`src/rtl/sm_hex_display_scan.sv`:
```
// ============================================================================
// Module   : sm_hex_display_scan
// Purpose  : Multiplexed seven-segment scanner with programmable slot length,
//            per-slot blanking dead time, tear-free double-buffered updates and
//            optional 4-bit PWM brightness (enabled by SM_HEX_DISPLAY_PWM_EN).
// Revision : 1.0 - initial release
// ============================================================================
`default_nettype none

module sm_hex_display_scan #(
  parameter int DIGITS         = 4,
  parameter int SCAN_DIV       = 256,
  parameter int BLANK_CYCLES   = 16,
  parameter int SEG_ACTIVE_LOW = 0,
  parameter int DIG_ACTIVE_LOW = 1
) (
  input  logic                  clkin,
  input  logic                  reset,
  input  logic [8*DIGITS-1:0]   digits_in,
  input  logic                  load,
  input  logic [3:0]            brightness,
  output logic [7:0]            segments,
  output logic [DIGITS-1:0]     digit_en,
  output logic                  frame_done
);

  localparam int SLOT_W = $clog2(SCAN_DIV);
  localparam int IDX_W  = (DIGITS > 1) ? $clog2(DIGITS) : 1;

  localparam logic [7:0]        c_seg_dark = (SEG_ACTIVE_LOW != 0) ? 8'hFF : 8'h00;
  localparam logic [DIGITS-1:0] c_dig_off  = (DIG_ACTIVE_LOW != 0) ? {DIGITS{1'b1}} : {DIGITS{1'b0}};

  // Counter and buffer state
  logic [SLOT_W-1:0]     slot_cnt_q, slot_cnt_d;
  logic [IDX_W-1:0]      idx_q, idx_d;
  logic [8*DIGITS-1:0]   display_q, display_d;
  logic [8*DIGITS-1:0]   staging_q, staging_d;
  logic                  pending_q, pending_d;

  // Registered outputs
  logic [7:0]            segments_q, segments_d;
  logic [DIGITS-1:0]     digit_en_q, digit_en_d;
  logic                  frame_done_q, frame_done_d;

  logic                  w_slot_last;
  logic                  w_idx_last;
  logic                  w_boundary;
  logic                  w_in_on;
  logic                  w_duty_ok;
  logic [DIGITS-1:0]     w_en_lit;
  logic [7:0]            w_disp [DIGITS];

  // Byte view of the display buffer so the current digit can be selected by idx
  for (genvar k = 0; k < DIGITS; k++) begin : g_unpack
    assign w_disp[k] = display_q[8*k +: 8];
  end

  assign w_slot_last = (slot_cnt_q == SLOT_W'(SCAN_DIV - 1));
  assign w_idx_last  = (idx_q == IDX_W'(DIGITS - 1));
  assign w_boundary  = w_slot_last && w_idx_last;
  assign w_in_on     = (slot_cnt_q >= SLOT_W'(BLANK_CYCLES));

`ifdef SM_HEX_DISPLAY_PWM_EN
  // Only the low nibble of on_cnt matters, and it depends only on the low
  // nibble of slot_cnt, so the subtraction is done at 4 bits.
  logic [3:0] w_on_cnt4;
  assign w_on_cnt4 = slot_cnt_q[3:0] - 4'(BLANK_CYCLES);
  assign w_duty_ok = (w_on_cnt4 <= brightness);
`else
  // Brightness port kept for pin compatibility; digit is lit for the whole ON phase.
  logic w_unused_brightness;
  assign w_unused_brightness = ^brightness;
  assign w_duty_ok           = 1'b1;
`endif

  // Slot/digit counters and double-buffer next state
  always_comb begin
    slot_cnt_d = w_slot_last ? '0 : slot_cnt_q + 1'b1;
    idx_d      = idx_q;
    if (w_slot_last) begin
      idx_d = w_idx_last ? '0 : idx_q + 1'b1;
    end
    display_d = display_q;
    staging_d = staging_q;
    pending_d = pending_q;
    if (w_boundary) begin
      // A load on the boundary wins over older staged data
      if (load) begin
        display_d = digits_in;
        pending_d = 1'b0;
      end else if (pending_q) begin
        display_d = staging_q;
        pending_d = 1'b0;
      end
    end else if (load) begin
      staging_d = digits_in;
      pending_d = 1'b1;
    end
  end

  // Output next state: segments always carry the current digit, enable gated by phase and duty
  always_comb begin
    for (int k = 0; k < DIGITS; k++) begin
      w_en_lit[k] = w_in_on && w_duty_ok && (idx_q == IDX_W'(k));
    end
    segments_d   = (SEG_ACTIVE_LOW != 0) ? ~w_disp[idx_q] : w_disp[idx_q];
    digit_en_d   = (DIG_ACTIVE_LOW != 0) ? ~w_en_lit : w_en_lit;
    frame_done_d = w_boundary;
  end

  // State and output registers with asynchronous reset to the dark state
  always_ff @(posedge clkin or posedge reset) begin
    if (reset) begin
      slot_cnt_q   <= '0;
      idx_q        <= '0;
      display_q    <= '0;
      staging_q    <= '0;
      pending_q    <= 1'b0;
      segments_q   <= c_seg_dark;
      digit_en_q   <= c_dig_off;
      frame_done_q <= 1'b0;
    end else begin
      slot_cnt_q   <= slot_cnt_d;
      idx_q        <= idx_d;
      display_q    <= display_d;
      staging_q    <= staging_d;
      pending_q    <= pending_d;
      segments_q   <= segments_d;
      digit_en_q   <= digit_en_d;
      frame_done_q <= frame_done_d;
    end
  end

  assign segments   = segments_q;
  assign digit_en   = digit_en_q;
  assign frame_done = frame_done_q;

endmodule

`default_nettype wire

```
`config.mk`:
```
export PLATFORM = sky130hd
export DESIGN_NAME = sm_hex_display_scan
export DESIGN_NICKNAME = d
export VERILOG_FILES = /design/src/rtl/sm_hex_display_scan.sv
export SDC_FILE = /design/constraint.sdc
export NUM_CORES = 1
export LEC_CHECK = 0
export BUFFER_PORTS_ARGS = -buffer_cell sky130_fd_sc_hd__buf_2
export CAP_MARGIN = 20
export CORE_ASPECT_RATIO = 0.9
export CORE_MARGIN = 2
export CORE_UTILIZATION = 51
export CTS_CLUSTER_DIAMETER = 50
export CTS_CLUSTER_SIZE = 28
export DETAILED_ROUTE_END_ITERATION = 12
export PLACE_DENSITY = 0.75
export SLEW_MARGIN = 10
export SYNTH_ARGS = -nofsm -noshare
export SYNTH_HDL_FRONTEND = slang
export SYNTH_SLANG_ARGS = --single-unit
export TNS_END_PERCENT = 30
```
`constraint.sdc`:
```
create_clock -name clkin -period 2.6 [get_ports clkin]
set_clock_uncertainty 0.1 [all_clocks]
set_input_delay 0.26 -clock clkin [delete_from_list [all_inputs] [get_ports clkin]]
set_output_delay 0.26 -clock clkin [all_outputs]
set_load 0.01 [all_outputs]
```
Word-level counts from Yosys, hierarchy flattened:

Index checks and enable logic that the tools add are counted.
W data, S select, Z words.

* bits in registers: 88
* input port bits: 39
* output and inout bits: 13
* latch bits: 0
* memories kept: 0
* word-level logic and storage cells: 38
* bits in read-only memories: 0
* memory bits (writable): 0

* order comparisons: 2
* bitwise gates (word level): 3
* div/mod/pow operators: 0
* shift-type cells: 0
* equal/unequal tests: 4
* muxes and demuxes: 9
* $add $sub $neg: 2
* $mul: 0
* reductions and logical operators: 10

Operators with widths (number)
* $mux W32: 2
* $mux W8: 3
* $bmux W8 S2: 1
* $add A8 B1 Y8 const B: 1
* $eq A8 B8 Y1 const B: 1
* $ge A8 B5 Y1 const B: 1
* $logic_and A1 B1 Y1: 5
* $eq A2 B2 Y1 const B: 2
* $not A4 Y4: 1
* $reduce_and A2 Y1: 2
* $reduce_bool A2 Y1: 2
* $ge A3 B3 Y1 const B: 1
* $not A2 Y3: 1
* $add A2 B1 Y2 const B: 1
* $eq A2 B1 Y1 const B: 1
* $logic_not A2 Y1: 1
* $mux W1: 2
* $mux W2: 1
* $not A1 Y1: 1

Logic depth before layout (Yosys ltp):

* depth after elaboration: 4
* mapped depth: 5
* mapped depth without buffers: 4

Worst setup path after synthesis:

No wires, ideal clock.

* path kind: reg2reg
* from: register slot_cnt_q[0]
* to: register display_q[20]
* setup slack: 735 ps
* stages on the path, launching flop included: 6
* setup time: 125 ps
* clock period less this slack: 1865 ps
* path buffers: 1
* arrival: 1640 ps
* data required time: 2375 ps
* path through: dfrtp_1 ha_1 nand4_2 nor3_4 buf_6 mux2_2

* longest elaborated chain between the ends: 3

Ends and longest elaborated chain
* start, declared: line 34 `logic [SLOT_W-1:0] slot_cnt_q, slot_cnt_d;`
* start signal, assigned: line 123 `slot_cnt_q <= slot_cnt_d;`
* $eq A8 B8 Y1: line 58 `assign w_slot_last = (slot_cnt_q == SLOT_W'(SCAN_DIV - 1));`
* $logic_and A1 B1 Y1: line 60 `assign w_boundary = w_slot_last && w_idx_last;`
* $reduce_and A2 Y1 (no source line)
* end signal, assigned: line 125 `display_q <= display_d;`
* end, declared: line 36 `logic [8*DIGITS-1:0] display_q, display_d;`

No other way between the ends.
A chain may end at the register's enable or synchronous reset.

Worst setup path after layout:

* from: register slot_cnt_q[0]
* to: register display_q[29]

The elaborated chain is that of the path after synthesis.

==> results.py <==
metrics = {
    "status": {
        "status": "finished clean",
    },
    "pwr": {
        "p_leak_nw": 2.05,
        "powerDensity_nw_per_um2": 608,
        "worst_ir_drop_vdd_mv": 0.262,
        "totalPowerFinal_mw": 2.71,
    },
    "cts": {
        "cts_root_buf": "clkbuf_8",
        "cts.clk_slew.worst_paths_ns": 0.09,
        "cts_buffers": 9,
        "cts_tree": "done",
        "clk_latency_ns": 0.35,
        "numClockSinks": 88,
        "postCtsSetupRepairBufs": 0,
        "cts_max_path_buffers": 2,
        "htree_num_levels": 3,
    },
    "timing": {
        "fin_crit_sh_pct": 76.8,
        "hold_violations": 0,
        "max_freq_mhz": 501,
        "max-slew-margin-rel_pct": 64.7,
        "slew_viol_final": 0,
        "rsz0062_at_grt": "false",
        "setup_viol": 0,
        "fin_crit_ns": 2.00,
        "worst_pin_slew_ns": 0.529,
        "fin_setup_tns_ns": 0,
    },
    "global_routing": {
        "overflow": 0,
        "grt_max_degree": 66,
        "grt_pass1_vias": 2142,
        "grt_first_pass_wirelength_um": 10700,
        "antenna_found_initial": 0,
        "grt_use_total_pct": 17.3,
    },
    "synthesis": {
        "synth.cell_area_um2": 3870,
        "ys_ff_latch": 88,
        "ys_warn_count": 0,
        "async_reset_ff_share_pct": 100,
        "synth_edf_count": 0,
        "yosys.cell_types.count": 29,
        "synth_nets": 296,
        "synth_flop_cell": "dfrtp_1",
        "synth.avg_cell_area_um2": 15.4,
        "synth.yosys.seq_area_share_pct": 57.1,
        "synth_cells": 251,
    },
    "setup_path": {
        "critPathCaptureType": "flop",
        "critPathKind": "reg -> reg",
        "rrSetupSlack_ns": 0.60,
        "worstPathBufferInverterCount": 1,
        "arrival_ns": 2.13,
        "cp-start-kind": "flop",
        "r2r_start": "slot_cnt_q[0]",
        "crit_fanout": 32,
        "cp_cell_sequence": "ha_1 -> nand4_2 -> nor3_4 -> buf_12 -> mux2_2",
        "cpPeakStageDelay_ns": 0.41,
        "cp.required_ns": 2.73,
        "crit_slowest_cell": "dfrtp_1",
        "crit_start": "slot_cnt_q[0]",
        "path_delay_family": "simple AND/OR/NAND/NOR gates",
    },
    "cells_and_area": {
        "antenna_cells": 0,
        "area_delta_synth_final_pct": 15.3,
        "nFillCells": 588,
        "nets": 350,
        "drive_gt1_share_pct": 57.4,
        "utilization_pct": 60.0,
    },
    "routing": {
        "drc_errors": 0,
        "drt.antenna.violating_nets": 0,
        "firstDrtPassIters": 4,
        "viasPerCell": 5.29,
        "drtIter0Drc": 83,
        "routedWlPerCell_um": 16.0,
        "num_vias": 2146,
        "wl_um": 6500,
    },
    "die": {
        "rows": 30,
        "die_x_um": 95.8,
        "die-area_um2": 8300,
        "start_util_pct": 52.0,
        "die_h_um": 86.6,
        "ios": 52,
        "core_area_um2": 7430,
    },
    "min_path": {
        "worstHoldStart": "digits_in[20]",
        "hp-class": "in -> reg",
    },
    "job": {
        "drv_cap": 0,
    },
    "placement": {
        "port_buffers": 47,
        "dpl.hpwl_um": 4380,
        "routabilityCongestion": 0.744,
    },
}
-- stage by stage --
stage,area [µm²],hold WS [ns],cells,worst slack (ns)
6_report,4460,0.0392,406,0.603
3_5_place_dp,4240,0.232,389,0.587
2_1_floorplan,3870,0.292,251,0.735
5_1_grt,4460,0.0420,406,0.497
4_1_cts,4460,0.0224,406,0.569
3_3_place_gp,4240,0.233,389,0.637
-- cell families after synthesis --
group	synth area share, %
buf+inv	2.78
mux	32.9
xor+xnor	0.906
flops	57.1
compound gates	1.13
simple gates	3.27
fa+ha+maj	1.94
-- path summary, 6_finish.rpt --
check	to	cells past startpoint
setup / recovery	display_q[29]	5
hold / removal	staging_q[20]	2
setup reg to reg	display_q[29]	5
hold reg to reg	staging_q[20]	1
max in group asynchronous	digit_en[1]	4
min in group asynchronous	display_q[11]	3
-- Yosys cell counts (2+ instances only) --
master	instances	area share, %
dfrtp_1	84	54
mux2_1	4	1.2
clkbuf_1	4	0.39
nand4_1	2	0.32
mux4_2	8	4.7
nand3_1	3	0.39
buf_4	3	0.58
buf_6	3	0.87
xor2_1	3	0.68
inv_1	7	0.68
nand2_1	5	0.49
dfstp_2	4	2.7
buf_2	2	0.26
nor2_1	7	0.68
mux2_2	93	27
ha_1	6	1.9
-- placed cells by master (no fill, tap or decap), types with 2 or more instances in the layout --
cell        count
buf_12          3
buf_2          47
buf_4           4
bufinv_16       2
clkbuf_1        2
clkbuf_8        9
clkinvlp_4      2
dfrtp_1        84
dfstp_2         4
ha_1            6
inv_1           6
mux2_1          4
mux2_2         93
mux4_2          8
nand2_1         5
nand3_1         3
nand4_1         2
nor2_1          7
xor2_1          3
-- timing repair --
item | in CTS | in global routing
gates resized for setup | 0 | 0
hold endpoints to repair | 23 | 0
hold buffers | 1 | 0
-- report_power, final --
| part | switching (mW) | internal (mW) |
|---|---|---|
| registers | 0.0340 | 1.44 |
| logic | 0.0972 | 0.137 |
| clock network | 0.459 | 0.542 |
| total | 0.590 | 2.12 |
-- flip-flops by register name (all words and copies together), names as in the netlist --
name        count
staging_q      32
pending_q       1
slot_cnt_q      8
segments        8
digit_en        4
display_q      32
frame_done      1
idx_q           2
-- layer usage --
| metal | wire (µm) | global-route usage, % |
|---|---|---|
| met1 | 3270 | 26.4 |
| met2 | 2940 | 24.3 |
| met3 | 178 | 2.35 |
| met4 | 106 | 8.18 |
| met5 | 0 | 0 |
-- worst reg2reg max path: stages, from the launching register on --
cell and delay [ns]:
dfrtp_1 0.41, ha_1 0.24, nand4_2 0.24, nor3_4 0.29, buf_12 0.23, mux2_2 0.37
-- layout make-up --
type                       count  area, µm²  share of cell area, %
clock buffer                  11        131                   2.95
clock inverter                 5       81.3                   1.82
inverter                       7       30.0                  0.674
multi-input combinational    144       1550                   34.8
sequential                    88       2210                   49.5
tap                           96        120                   2.69
timing repair buffer          55        335                   7.52
Note: power is estimated with default switching activity, not from simulation.
